**src/rtl/rx_reset_sm_mc_if.sv**
```systemverilog
// Per-quad status/reset bundle between the PCS hard block, the RX reset sequencer and the MAC core.
// The master side supplies lock/signal status and requests; the slave side is the sequencer.
interface rx_reset_sm_mc_if #(
    parameter int NUM_CH = 4
);
    logic              tx_pll_lol_qd_s;
    logic [NUM_CH-1:0] rx_cdr_lol_ch_s;
    logic [NUM_CH-1:0] rx_los_low_ch_s;
    logic [NUM_CH-1:0] power_down;
    logic [NUM_CH-1:0] fault_clr;
    logic [NUM_CH-1:0] rx_serdes_rst_ch_c;
    logic [NUM_CH-1:0] rx_pcs_rst_ch_c;
    logic [NUM_CH-1:0] rx_ready;
    logic [NUM_CH-1:0] rx_fault;

    modport master (
        output tx_pll_lol_qd_s, rx_cdr_lol_ch_s, rx_los_low_ch_s, power_down, fault_clr,
        input  rx_serdes_rst_ch_c, rx_pcs_rst_ch_c, rx_ready, rx_fault
    );

    modport slave (
        input  tx_pll_lol_qd_s, rx_cdr_lol_ch_s, rx_los_low_ch_s, power_down, fault_clr,
        output rx_serdes_rst_ch_c, rx_pcs_rst_ch_c, rx_ready, rx_fault
    );
endinterface

```
**src/rtl/rx_reset_sm_mc.sv**
```systemverilog
// Multi-channel RX reset sequencer for the ECP3 SERDES quad: one independent reset FSM per channel,
// sharing the quad TX PLL lock, with per-channel ready/fault status and a bounded-retry fault state.
module rx_reset_sm_mc #(
    parameter int NUM_CH    = 4,
    parameter int T1_CYCLES = 2,
    parameter int T2_CYCLES = 200000,
    parameter int MAX_RETRY = 8
) (
    input  logic            refclkdiv2,
    input  logic            rst,
    rx_reset_sm_mc_if.slave bus
);

`ifdef SIM
    localparam int T2_EFF = 32;
`else
    localparam int T2_EFF = T2_CYCLES;
`endif

    localparam int            TW        = $clog2(T2_EFF);
    localparam logic [TW-1:0] T1_LAST   = TW'(T1_CYCLES - 1);
    localparam logic [TW-1:0] T2_LAST   = TW'(T2_EFF - 1);
    localparam logic [3:0]    RETRY_MAX = 4'(MAX_RETRY);
    localparam bit            RETRY_EN  = (MAX_RETRY != 0);

    typedef enum logic [2:0] {
        WAIT_FOR_PLOL   = 3'd0,
        RX_SERDES_RESET = 3'd1,
        WAIT_FOR_TIMER1 = 3'd2,
        CHECK_LOL_LOS   = 3'd3,
        WAIT_FOR_TIMER2 = 3'd4,
        NORMAL          = 3'd5,
        FAULT           = 3'd6
    } state_t;

    logic [NUM_CH-1:0] ll_d, ll_q, los_q, pd_q, clr_q;
    logic              pll_q;
    logic [NUM_CH-1:0] serdes_rst_vec, pcs_rst_vec, ready_vec, fault_vec;

    // Status pipeline; flops default to "not locked" so nothing starts before real status arrives.
    // NOTE: sequential state uses <= so every flop samples the pre-edge value of its inputs.
    always_ff @(posedge refclkdiv2 or posedge rst) begin
        if (rst) begin
            ll_d  <= '1;
            ll_q  <= '1;
            los_q <= '1;
            pd_q  <= '0;
            clr_q <= '1;
            pll_q <= 1'b1;
        end else begin
            ll_d  <= bus.rx_cdr_lol_ch_s | bus.rx_los_low_ch_s;
            ll_q  <= ll_d;
            los_q <= bus.rx_los_low_ch_s;
            pd_q  <= bus.power_down;
            clr_q <= bus.fault_clr;
            pll_q <= bus.tx_pll_lol_qd_s;
        end
    end

    for (genvar c = 0; c < NUM_CH; c++) begin : g_ch
        state_t        state, state_nxt;
        logic [TW-1:0] timer, timer_nxt;
        logic [3:0]    retry, retry_nxt;
        logic [3:0]    retry_inc;
        logic          ll_edge;
        logic          serdes_r, pcs_r, ready_r, fault_r;

        assign ll_edge   = ll_d[c] ^ ll_q[c];
        assign retry_inc = (retry == 4'hF) ? retry : retry + 4'd1;

        always_ff @(posedge refclkdiv2 or posedge rst) begin
            if (rst) begin
                state <= WAIT_FOR_PLOL;
                timer <= '0;
                retry <= '0;
            end else begin
                state <= state_nxt;
                timer <= timer_nxt;
                retry <= retry_nxt;
            end
        end

        // One timer serves both wait states; it stops at its terminal value so it can never wrap.
        always_comb begin
            // NOTE: every signal written here gets a default first, so no path can infer a latch.
            state_nxt = state;
            timer_nxt = timer;
            retry_nxt = retry;
            if (pd_q[c]) begin
                state_nxt = WAIT_FOR_PLOL;
                if (state == FAULT) retry_nxt = '0;
            end else begin
                case (state)
                    WAIT_FOR_PLOL:
                        if (!pll_q && !los_q[c]) state_nxt = RX_SERDES_RESET;
                    RX_SERDES_RESET: begin
                        timer_nxt = '0;
                        state_nxt = WAIT_FOR_TIMER1;
                    end
                    WAIT_FOR_TIMER1:
                        if (timer == T1_LAST) state_nxt = CHECK_LOL_LOS;
                        else                  timer_nxt = timer + TW'(1);
                    CHECK_LOL_LOS: begin
                        timer_nxt = '0;
                        state_nxt = WAIT_FOR_TIMER2;
                    end
                    WAIT_FOR_TIMER2: begin
                        if (ll_edge) begin
                            state_nxt = CHECK_LOL_LOS;
                        end else if (timer != T2_LAST) begin
                            timer_nxt = timer + TW'(1);
                        end else if (!ll_q[c]) begin
                            state_nxt = NORMAL;
                            retry_nxt = '0;
                        end else begin
                            retry_nxt = retry_inc;
                            state_nxt = (RETRY_EN && retry_inc >= RETRY_MAX) ? FAULT : WAIT_FOR_PLOL;
                        end
                    end
                    NORMAL:
                        if (ll_q[c]) state_nxt = WAIT_FOR_PLOL;
                    FAULT:
                        if (clr_q[c]) begin
                            state_nxt = WAIT_FOR_PLOL;
                            retry_nxt = '0;
                        end
                    default:
                        state_nxt = WAIT_FOR_PLOL;
                endcase
            end
        end

        // Registered state decode: outputs trail the state register by one cycle, glitch-free.
        always_ff @(posedge refclkdiv2 or posedge rst) begin
            if (rst) begin
                serdes_r <= 1'b0;
                pcs_r    <= 1'b1;
                ready_r  <= 1'b0;
                fault_r  <= 1'b0;
            end else begin
                serdes_r <= (state == RX_SERDES_RESET) || (state == WAIT_FOR_TIMER1);
                pcs_r    <= (state != NORMAL);
                ready_r  <= (state == NORMAL);
                fault_r  <= (state == FAULT);
            end
        end

        assign serdes_rst_vec[c] = serdes_r;
        assign pcs_rst_vec[c]    = pcs_r;
        assign ready_vec[c]      = ready_r;
        assign fault_vec[c]      = fault_r;
    end

    assign bus.rx_serdes_rst_ch_c = serdes_rst_vec;
    assign bus.rx_pcs_rst_ch_c    = pcs_rst_vec;
    assign bus.rx_ready           = ready_vec;
    assign bus.rx_fault           = fault_vec;

endmodule

```
**src/flat_wrapper.sv**
```systemverilog
// flat-port wrapper written by rule: the top's interface ports become plain ports
module rx_reset_sm_mc_flat 
#(
    parameter int NUM_CH    = 4,
    parameter int T1_CYCLES = 2,
    parameter int T2_CYCLES = 200000,
    parameter int MAX_RETRY = 8
)
  (refclkdiv2, rst, bus_tx_pll_lol_qd_s, bus_rx_cdr_lol_ch_s, bus_rx_los_low_ch_s, bus_power_down, bus_fault_clr, bus_rx_serdes_rst_ch_c, bus_rx_pcs_rst_ch_c, bus_rx_ready, bus_rx_fault);
  rx_reset_sm_mc_if #(.NUM_CH(NUM_CH)) bus_i ();
  input  logic refclkdiv2;
  input  logic rst;
  input wire logic [$bits(bus_i.tx_pll_lol_qd_s)-1:0] bus_tx_pll_lol_qd_s;
  input wire logic [$bits(bus_i.rx_cdr_lol_ch_s)-1:0] bus_rx_cdr_lol_ch_s;
  input wire logic [$bits(bus_i.rx_los_low_ch_s)-1:0] bus_rx_los_low_ch_s;
  input wire logic [$bits(bus_i.power_down)-1:0] bus_power_down;
  input wire logic [$bits(bus_i.fault_clr)-1:0] bus_fault_clr;
  output wire logic [$bits(bus_i.rx_serdes_rst_ch_c)-1:0] bus_rx_serdes_rst_ch_c;
  output wire logic [$bits(bus_i.rx_pcs_rst_ch_c)-1:0] bus_rx_pcs_rst_ch_c;
  output wire logic [$bits(bus_i.rx_ready)-1:0] bus_rx_ready;
  output wire logic [$bits(bus_i.rx_fault)-1:0] bus_rx_fault;
  assign bus_i.tx_pll_lol_qd_s = bus_tx_pll_lol_qd_s;
  assign bus_i.rx_cdr_lol_ch_s = bus_rx_cdr_lol_ch_s;
  assign bus_i.rx_los_low_ch_s = bus_rx_los_low_ch_s;
  assign bus_i.power_down = bus_power_down;
  assign bus_i.fault_clr = bus_fault_clr;
  assign bus_rx_serdes_rst_ch_c = bus_i.rx_serdes_rst_ch_c;
  assign bus_rx_pcs_rst_ch_c = bus_i.rx_pcs_rst_ch_c;
  assign bus_rx_ready = bus_i.rx_ready;
  assign bus_rx_fault = bus_i.rx_fault;
  rx_reset_sm_mc #(.NUM_CH(NUM_CH), .T1_CYCLES(T1_CYCLES), .T2_CYCLES(T2_CYCLES), .MAX_RETRY(MAX_RETRY)) u_core (.refclkdiv2(refclkdiv2), .rst(rst), .bus(bus_i));
endmodule
```
**config.mk**
```make
export PLATFORM = sky130hd
export DESIGN_NAME = rx_reset_sm_mc_flat
export DESIGN_NICKNAME = d
export VERILOG_FILES = /design/src/rtl/rx_reset_sm_mc_if.sv /design/src/rtl/rx_reset_sm_mc.sv /design/src/flat_wrapper.sv
export SDC_FILE = /design/constraint.sdc
export NUM_CORES = 1
export LEC_CHECK = 0
export ABC_AREA = 0
export BUFFER_PORTS_ARGS = -buffer_cell sky130_fd_sc_hd__buf_2
export CORE_MARGIN = 2
export CORE_UTILIZATION = 45
export CTS_BUF_LIST = sky130_fd_sc_hd__clkbuf_8
export DETAILED_ROUTE_END_ITERATION = 6
export SYNTH_ARGS = -nofsm -noshare
export SYNTH_HDL_FRONTEND = slang
export SYNTH_SLANG_ARGS = --single-unit
```
**constraint.sdc**
```tcl
create_clock -name refclkdiv2 -period 4.8 [get_ports refclkdiv2]
set_input_delay 0 -clock refclkdiv2 [delete_from_list [all_inputs] [get_ports refclkdiv2]]
set_output_delay 0 -clock refclkdiv2 [all_outputs]
set_load 0.03 [all_outputs]
```
Yosys cells after proc, flatten, opt, wreduce, memory -nomap -nowiden
Cells that the tools add are included.

Flip-flop bits (word level): 137. Input port bits: 19. Output and inout bits: 16. Word-level logic and storage cells: 268.

Add/sub/neg operators: 8. $lt $le $gt $ge: 4. Equality and inequality tests: 84. Mux-type cells: 88. Bitwise gates (word level): 9. Reductions and logical operators: 41.

Operators by type and width (count): $mux W18 (12); $pmux W18 S3 (4); $mux W4 (28); $mux W3 (36); $pmux W3 S7 (4); $add A18 B1 Y18 const B (4); $eq A18 B1 Y1 const B (4); $ne A18 B18 Y1 const B (4); $reduce_and A5 Y1 (12); $ne A3 B1 Y1 const B (16); $eq A3 B3 Y1 const B (12); $pmux W4 S2 (4); $eq A3 B2 Y1 const B (8); $ne A2 B2 Y1 const B (12); $ne A3 B2 Y1 const B (8); $add A4 B1 Y4 const B (4); $eq A4 B4 Y1 const B (4); $ge A4 B4 Y1 const B (4); $ne A4 B2 Y1 const B (4); $eq A3 B1 Y1 const B (4); $logic_not A3 Y1 (4); $ne A3 B3 Y1 const B (4); $reduce_bool A3 Y1 (4); $ne A2 B1 Y1 const B (4); 8 further kinds (30).

Depth between registers and ports, before layout
Gate-level depths: netlist (run 1).

Depth in word-level cells: 9. Depth in mapped cells: 9. Mapped depth without buffers: 7.

Worst setup path after synthesis (run 1)
OpenSTA, ideal clock, no wires.

Kind: reg2reg. Start point: register u_core.ll_q[0]. End point: register u_core.g_ch[0].timer[4]. Library setup time: 0.126 ns. Arrival time: 2.353 ns. Data required time: 4.674 ns. Path slack: 2.321 ns. Stages on the path, launching flop included: 7. Buffers on the path: 0. Clock period less this slack: 2.479 ns. Cells stage by stage: dfstp_2 -> ha_1 -> or4b_1 -> a21oi_1 -> o41ai_4 -> or2_1 -> a221o_1.

Cells in the longest elaborated chain, start to end: 3.

Ends and longest elaborated chain: start, declared (RTL line rx_reset_sm_mc.sv:36) `logic [NUM_CH-1:0] ll_d, ll_q, los_q, pd_q, clr_q;`; start signal, assigned (RTL line rx_reset_sm_mc.sv:52) `ll_q <= ll_d;`; $xor A1 B1 Y1 (RTL line rx_reset_sm_mc.sv:68) `assign ll_edge = ll_d[c] ^ ll_q[c];`; $ne A2 B2 Y1 (no line); $reduce_and A5 Y1 (no line); end signal, assigned (RTL line rx_reset_sm_mc.sv:78) `timer <= timer_nxt;`; end, declared (RTL line rx_reset_sm_mc.sv:62) `logic [TW-1:0] timer, timer_nxt;`.

Every way passes these cells. A chain may end at the register's enable or synchronous reset.

Worst setup path after layout (run 1)
Start point: register u_core.ll_q[2]. End point: register u_core.g_ch[2].timer[16].

Cells in the longest elaborated chain, start to end: 3.

Ends and longest elaborated chain (RTL line): $xor A1 B1 Y1 (rx_reset_sm_mc.sv:68); $ne A2 B2 Y1 (no line); $reduce_and A5 Y1 (no line); end signal, assigned (rx_reset_sm_mc.sv:78); end, declared (rx_reset_sm_mc.sv:62).

Every way passes these cells.

==> results of run 1 <==
[worst reg2reg max path, stage by stage, from the launching register on]
cell and delay [ns]:
dfstp_2 0.57, ha_1 0.27, or4b_4 0.52, a21oi_1 0.14
o21ai_1 0.43, or3_1 0.76, o41ai_1 0.42
[cells in the final DEF (no fill, tap or decap), types with 22 or more instances in the layout]
master,count
a31oi_1,23
nand3_1,56
dfrtp_1,116
nor2_1,44
o31ai_1,41
inv_1,30
nand2_1,46
o21ai_0,86
nor4_1,22
buf_2,34
a21oi_1,30
[what timing repair did]
item | CTS | global route
hold buffers | 18 | 0
gates resized for setup | 0 | 0
endpoints found under the hold margin | 98 | 0
[routing by layer]
metal  global-route usage  part of all wire  wire length (um)
met1                0.283              0.47              8600
met4               0.0689            0.0084               155
met3               0.0440             0.036               654
met2                0.326              0.49              8970
met5                    0                 0                 0
[stage by stage]
step | total power [mW] | setup WS, ns | cells
3_5_place_dp | 2.14 | 1.60 | 1042
2_1_floorplan | 1.98 | 1.17 | 843
6_report | 3.13 | 1.58 | 1092
4_1_cts | 3.15 | 1.56 | 1092
5_1_grt | 3.32 | 1.38 | 1092
3_3_place_gp | 2.11 | 1.67 | 1042
[Yosys cell counts, drive strengths merged, types with 4 or more instances]
library cell,count,area [um^2]
o41ai,21,233
buf,32,209
a41oi,5,43.8
or3,9,56.3
inv,28,105
or4,6,45.0
o211ai,5,37.5
nor4b,4,35.0
and2,8,50.1
dfrtp,116,2900
mux2,9,101
clkbuf,34,129
nand2,46,173
nand4,17,106
nor2,44,165
o21ai,88,440
nor4,24,163
nand2b,16,100
nand3,56,280
o31ai,47,383
o22ai,6,37.5
dfstp,21,552
nor3,16,85.1
a32o,4,40.0
a21oi,30,150
a31oi,23,144
nor2b,17,106
or4b,6,67.6
and3,11,68.8
ha,16,200
nor3b,7,52.6
o21bai,8,60.1
or2,8,50.1
nand3b,8,60.1
[final cells by class]
type | count | area (um^2)
clock buffers | 20 | 275
flip-flops and latches | 137 | 3450
multi-input cells | 612 | 3960
clock inverters | 12 | 134
repair buffers | 58 | 395
well taps | 225 | 282
inverters | 28 | 110
fillers | 1624 | 8560
[registers in the layout, summed over array words and instances (netlist names), 4 cells and up]
name                  count
u_core.ll_d               4
u_core.ll_q               4
u_core.g_ch.state        12
u_core.g_ch.pcs_r         4
u_core.g_ch.serdes_r      4
u_core.los_q              4
u_core.g_ch.timer        72
u_core.g_ch.retry        16
u_core.g_ch.ready_r       4
u_core.g_ch.fault_r       4
u_core.clr_q              4
u_core.pd_q               4
[worst paths after layout]
kind	start	to	slack, ns	depth (start not counted)
max	u_core.ll_q[2]	u_core.g_ch[2].timer[16]	1.58	6
min	bus_fault_clr[2]	u_core.clr_q[2]	0.17	2
max reg2reg	u_core.ll_q[2]	u_core.g_ch[2].timer[16]	1.58	6
min reg2reg	u_core.ll_d[0]	u_core.ll_q[0]	0.37	0
max in group asynchronous	rst	u_core.los_q[1]	3.43	4
min in group asynchronous	rst	u_core.g_ch[3].timer[12]	0.25	3
[power groups by stage]
stage	clock, mW	combinational, mW	sequential [mW]
after floorplan	0	0.627	1.35
after CTS	1.02	0.716	1.42
after global placement	0	0.679	1.43
after detailed placement	0	0.698	1.44
after global routing	1.07	0.799	1.44
final	0.993	0.714	1.42
[kinds of logic (layout without fill, tap and decap cells)]
family / count (synthesis) / in the layout / synth area share
adders and majority gates: 16 / 16 / 0.0255
and+or+nand+nor: 315 / 315 / 0.226
buffers and inverters: 94 / 118 / 0.0563
AOI/OAI and AO/OA: 266 / 266 / 0.233
DFF: 137 / 137 / 0.439
muxes: 12 / 12 / 0.0167
xor gates and xnor gates: 3 / 3 / 0.00334
==> metrics.md, run 1 <==
| Metric | Value |
|---|---|
| Seq cells post-synth | 137 |
| CTS tree | built |
| Worst Hold Slack | 0.167 ns |
| Chip Width | 136 um |
| Final Max Tran Viols | 0 |
| Slew headroom | 0.154 |
| Worst VDD drop | 0.000227 V |
| Final layout net count | 889 |
| Unrepaired setup endpoints after global routing | no |
| Worst skew pair latency | 0.46 ns |
| Antenna fix cells | 0 |
| Worst-Margin Slew | 1.26 ns |
| Synthesized instance count | 843 |
| Maxcap violations | 0 |
| Count of final hold-check violations | 0 |
| Core Region | 17200 um^2 |
| Crit path buffers/inverters | 0 |
| # DRC | 0 |
| DR vias/cell | 6.20 |
| Clock sinks | 137 |
| IO Port Bufs | 34 |
| Starting DRT DRC Count | 534 |
| Design area | 8610 um^2 |
| Num ports | 35 |
| Via count | 6771 |
| CTS Buf Count | 17 |
| Vias in the first global route | 6393 |
| Grt ovf | 0 |
| Final critical-path required period | 3.22 ns |
| Pint | 2.09 mW |
| Final worst-path cycle share | 0.670 |
| Setup TNS | 0 ns |
| First-pass DRT Iterations | 5 |
| Arrival @ worst endpoint | 3.55 ns |
| Fin util | 0.502 |
| Ys flop type | dfrtp_1 |
| Share of flip-flops with an asynchronous set or reset after synthesis | 1.00 |
| CP Launch Type | register |
| Die Span Y | 136 um |
| First-pass GRT wire length | 31000 um |
| Pin count of the biggest net entering global routing | 96 |
| Sequential Power Share | 0.455 |
| WP data required | 5.13 ns |
| Synth warn | 0 |
| Worst-path clk slew | 0.09 ns |
| Psw | 1.04 mW |
| Post-CTS setup buffer count | 0 |
| RePlAce Congestion | 0.852 |
| Cells along the critical path | ha_1, or4b_4, a21oi_1, o21ai_1, or3_1, o41ai_1 |
| Final setup vio count | 0 |
| Pwr Density | 363 nW/um^2 |
| Gr usage total | 0.207 |
| Crit Path Class | register to register |
| Die area | 18500 um^2 |
| Static Leak | 3.44 nW |
| Worst Clk Skew | 0.0179 ns |
| Area growth from synthesis to layout | 9.58% |
| Worst min path class | primary input to register |
| Routed Antenna Nets | 0 |
| Combinational share of power | 0.228 |
| Post-synthesis net count | 878 |
| Achievable Freq | 311 MHz |
| WL/cell | 16.8 um |
| CP top delay family | simple AND/OR/NAND/NOR gates |
| Post-DP HPWL | 12100 um |
| Final wirelength | 18400 um |
| Sequential cell area fraction in the yosys report | 0.439 |
| Number of synthesized flops with an enable pin | 0 |
| Distinct cell type count after synthesis | 69 |
| Initial Util | 0.458 |
| Initial antenna violation count | 0 |
| CP Max Fanout | 21 |
| Share of layout cells above drive strength 1 | 0.149 |
| Root buf cell | clkbuf_8 |
| Worst path slowest cell | or3_1 |
| Switching Share | 0.333 |
| Cell Rows | 48 |
| Max Root-Sink Buffers | 2 |
| CP peak stage delay | 0.76 ns |
| Clock power share | 0.317 |
| Setup crit end kind | register |
| Dpl cell area | 8030 um^2 |
| Syn Area/Cell | 9.33 um^2 |
| Cell area after synthesis | 7860 um^2 |
| H-tree depth | 4 |
| Status | finished, final reports clean |
Power figures use the tool's default switching activity.
==> run 2: changes to the inputs <==
==> constraint.sdc (replaced) <==
create_clock -name refclkdiv2 -period 3.32 [get_ports refclkdiv2]
set_input_delay 0 -clock refclkdiv2 [delete_from_list [all_inputs] [get_ports refclkdiv2]]
set_output_delay 0 -clock refclkdiv2 [all_outputs]
set_load 0.03 [all_outputs]
==> run 2 against run 1 <==
Combinational power up 50%. Power up 40%. Core utilization increased by 0.087 points. Flip-flop and latch count stayed put. Fmax rose by 11%. Non-clock buffer count grew 6. Count of clock-buffer cells in the layout stayed put. Critical endpoint is now u_core.g_ch[3].timer[10]. Critical path depth unchanged. Sequential power up 44%. Via count fell by 0.25%. First-iteration DRC count rose by 11%.
==> metrics.md, run 2 (synthesis results as in run 1) <==
| Metric | Value |
|---|---|
| Most common cell after layout, fill and taps aside | dfrtp_1 |
| WP data required | 3.65 ns (-1.48 ns) |
| Achievable Freq | 344 MHz (+11%) |
| Maxcap violations | 0 (unchanged) |
| RePlAce Congestion | 0.900 (+5.6%) |
| Hold Path Stages | 2 (unchanged) |
| Setup TNS | 0 ns (unchanged) |
| Largest regs | u_core.g_ch.timer (72), u_core.g_ch.retry (16), u_core.g_ch.state (12) |
| Reg2Reg Depth | 6 (unchanged) |
| Max Root-Sink Buffers | 2 (unchanged) |
| Vias in the first global route | 6505 (+1.8%) |
| # DRC | 0 (unchanged) |
| H-tree depth | 4 (unchanged) |
| Combinational share of power | 0.245 (+0.017) |
| Pint | 2.88 mW (+38%) |
| Initial antenna violation count | 0 (unchanged) |
| Tot Pwr | 4.37 mW (+40%) |
| Final setup vio count | 0 (unchanged) |
| Final critical-path required period | 2.90 ns (-0.313 ns) |
| Worst-path clk slew | 0.07 ns (-0.02 ns) |
| Most frequent cells in the layout | dfrtp_1, o21ai_0, nand3_1 |
| Cell Rows | 48 (unchanged) |
| Clock sinks | 137 (unchanged) |
| Cells after DPL | 1048 (+0.58%) |
| Count of final hold-check violations | 0 (unchanged) |
| Worst Hold Slack | 0.186 ns (+0.0194 ns) |
| CP Max Fanout | 16 (-24%) |
| Post-DP HPWL | 12300 um (+1.3%) |
| Area growth from synthesis to layout | 9.77% |
| Final wirelength | 18400 um (about the same) |
| WL/cell | 16.7 um (-0.50%) |
| Root buf cell | clkbuf_8 |
| Share of layout cells above drive strength 1 | 0.153 (+0.00470) |
| Status | finished, final reports clean |
| Die Span Y | 136 um (unchanged) |
| Num ports | 35 (unchanged) |
| Via count | 6754 (-0.25%) |
| Setup crit end kind | register |
| Worst-Margin Slew | 0.984 ns (-0.277 ns) |
| Fill cells | 1644 (+1.2%) |
| Worst VDD drop | 0.000279 V (+23%) |
| CP Launch Type | register |
| CTS Buf Count | 17 (unchanged) |
| Final worst-path cycle share | 0.875 (+0.205) |
| Final Max Tran Viols | 0 (unchanged) |
| Grt ovf | 0 (unchanged) |
| First-pass GRT wire length | 31300 um (+0.98%) |
| Arrival @ worst endpoint | 3.24 ns (-0.31 ns) |
| First-pass DRT Iterations | 7 (+2) |
| Final layout net count | 895 (+0.67%) |
| DR vias/cell | 6.15 (-0.80%) |
| Static Leak | 3.45 nW (+0.33%) |
| Worst Clk Skew | 0.0171 ns (-0.000768 ns) |
| Most flops, register | u_core.g_ch.timer |
| Worst min path class | primary input to register |
| Chip Width | 136 um (unchanged) |
| Crit Path Class | register to register |
| Psw | 1.49 mW (+43%) |
| Pin count of the biggest net entering global routing | 107 (+11%) |
| Pwr Density | 507 nW/um^2 (+39%) |
| Core Region | 17200 um^2 (unchanged) |
| Number of flip-flops in the largest register | 72 (unchanged) |
| Slew headroom | 0.342 (+0.188) |
| Starting DRT DRC Count | 593 (+11%) |
| Die area | 18500 um^2 (unchanged) |
| Initial Util | 0.458 (unchanged) |
| Gr usage total | 0.208 (+0.00100) |
| Sequential Power Share | 0.466 (+0.011) |
| Fin util | 0.502 (+0.000874) |
| Clock power share | 0.289 (-0.028) |
| Routed Antenna Nets | 0 (unchanged) |
| CTS tree | built |
| Antenna fix cells | 0 (unchanged) |
| Unrepaired setup endpoints after global routing | no |
| IO Port Bufs | 34 (unchanged) |
| Worst skew pair latency | 0.45 ns (about the same) |
| Switching Share | 0.341 (+0.00812) |
| Post-Layout Cell Count | 1098 (+0.55%) |
[run 2: cell count changes in the layout (fill, tap and decap cells not counted), sizes merged]
cell and delta:
bufinv -2, inv +1, buf +6, clkinv -1, clkinvlp +2
[run 2: timing repair]
action | CTS | global route
endpoints found under the hold margin | 38 | 0
setup endpoints to repair | 0 | 1
gates resized for setup | 0 | 1
buffers inserted | 0 | 0
hold buffers | 18 | 0
[run 2: cell type report]
cell class / instances / area (um^2) / share of cell area
inverter: 28 / 109 / 0.0126
multi-input combinational: 612 / 3970 / 0.460
timing repair buffer: 64 / 453 / 0.0525
tap: 225 / 282 / 0.0326
clock inverter: 12 / 87.6 / 0.0101
sequential: 137 / 3450 / 0.400
clock buffer: 20 / 275 / 0.0319
[run 2: stage by stage]
| stage | cell area (um^2) | worst slack, ns |
|---|---|---|
| floorplan | 7870 | 0.841 |
| global placement | 8080 | 0.452 |
| detailed placement | 8080 | 0.292 |
| CTS | 8620 | 0.270 |
| global route | 8630 | 0.151 |
| finish | 8630 | 0.415 |
[run 2: path summary, 6_finish.rpt]
path	slack (ns)	end	from
setup reg to reg	0.42	u_core.g_ch[3].timer[10]	u_core.ll_q[3]
max in group asynchronous	2.13	u_core.g_ch[2].timer[16]	rst
hold / removal	0.19	u_core.clr_q[1]	bus_fault_clr[1]
min in group asynchronous	0.22	u_core.g_ch[0].serdes_r	rst
hold reg to reg	0.37	u_core.ll_q[0]	u_core.ll_d[0]
setup / recovery	0.42	u_core.g_ch[3].timer[10]	u_core.ll_q[3]
[run 2: critical path, stage by stage (launching register included)]
cell,delay (ns)
dfstp_2,0.59
ha_1,0.26
or4b_1,0.56
a21o_1,0.37
nor2_1,0.30
nand3_2,0.30
o41ai_1,0.40
[run 2: routing by layer]
metal	wire (um)	share of wire	up-vias	GRT usage
met5	0	0	-	0
met4	202	0.011	0	0.0660
met3	721	0.039	26	0.0459
met2	8810	0.48	170	0.335
met1	8650	0.47	3333	0.279
li1	-	-	3225	-
[run 2: power by group through the flow]
stage,registers [mW],clock network [mW],logic (mW)
after floorplan,1.96,0,0.907
after global placement,2.06,0,1.01
after detailed placement,2.06,0,1.05
after CTS,2.03,1.31,1.07
after global routing,2.07,1.38,1.20
final,2.04,1.26,1.07
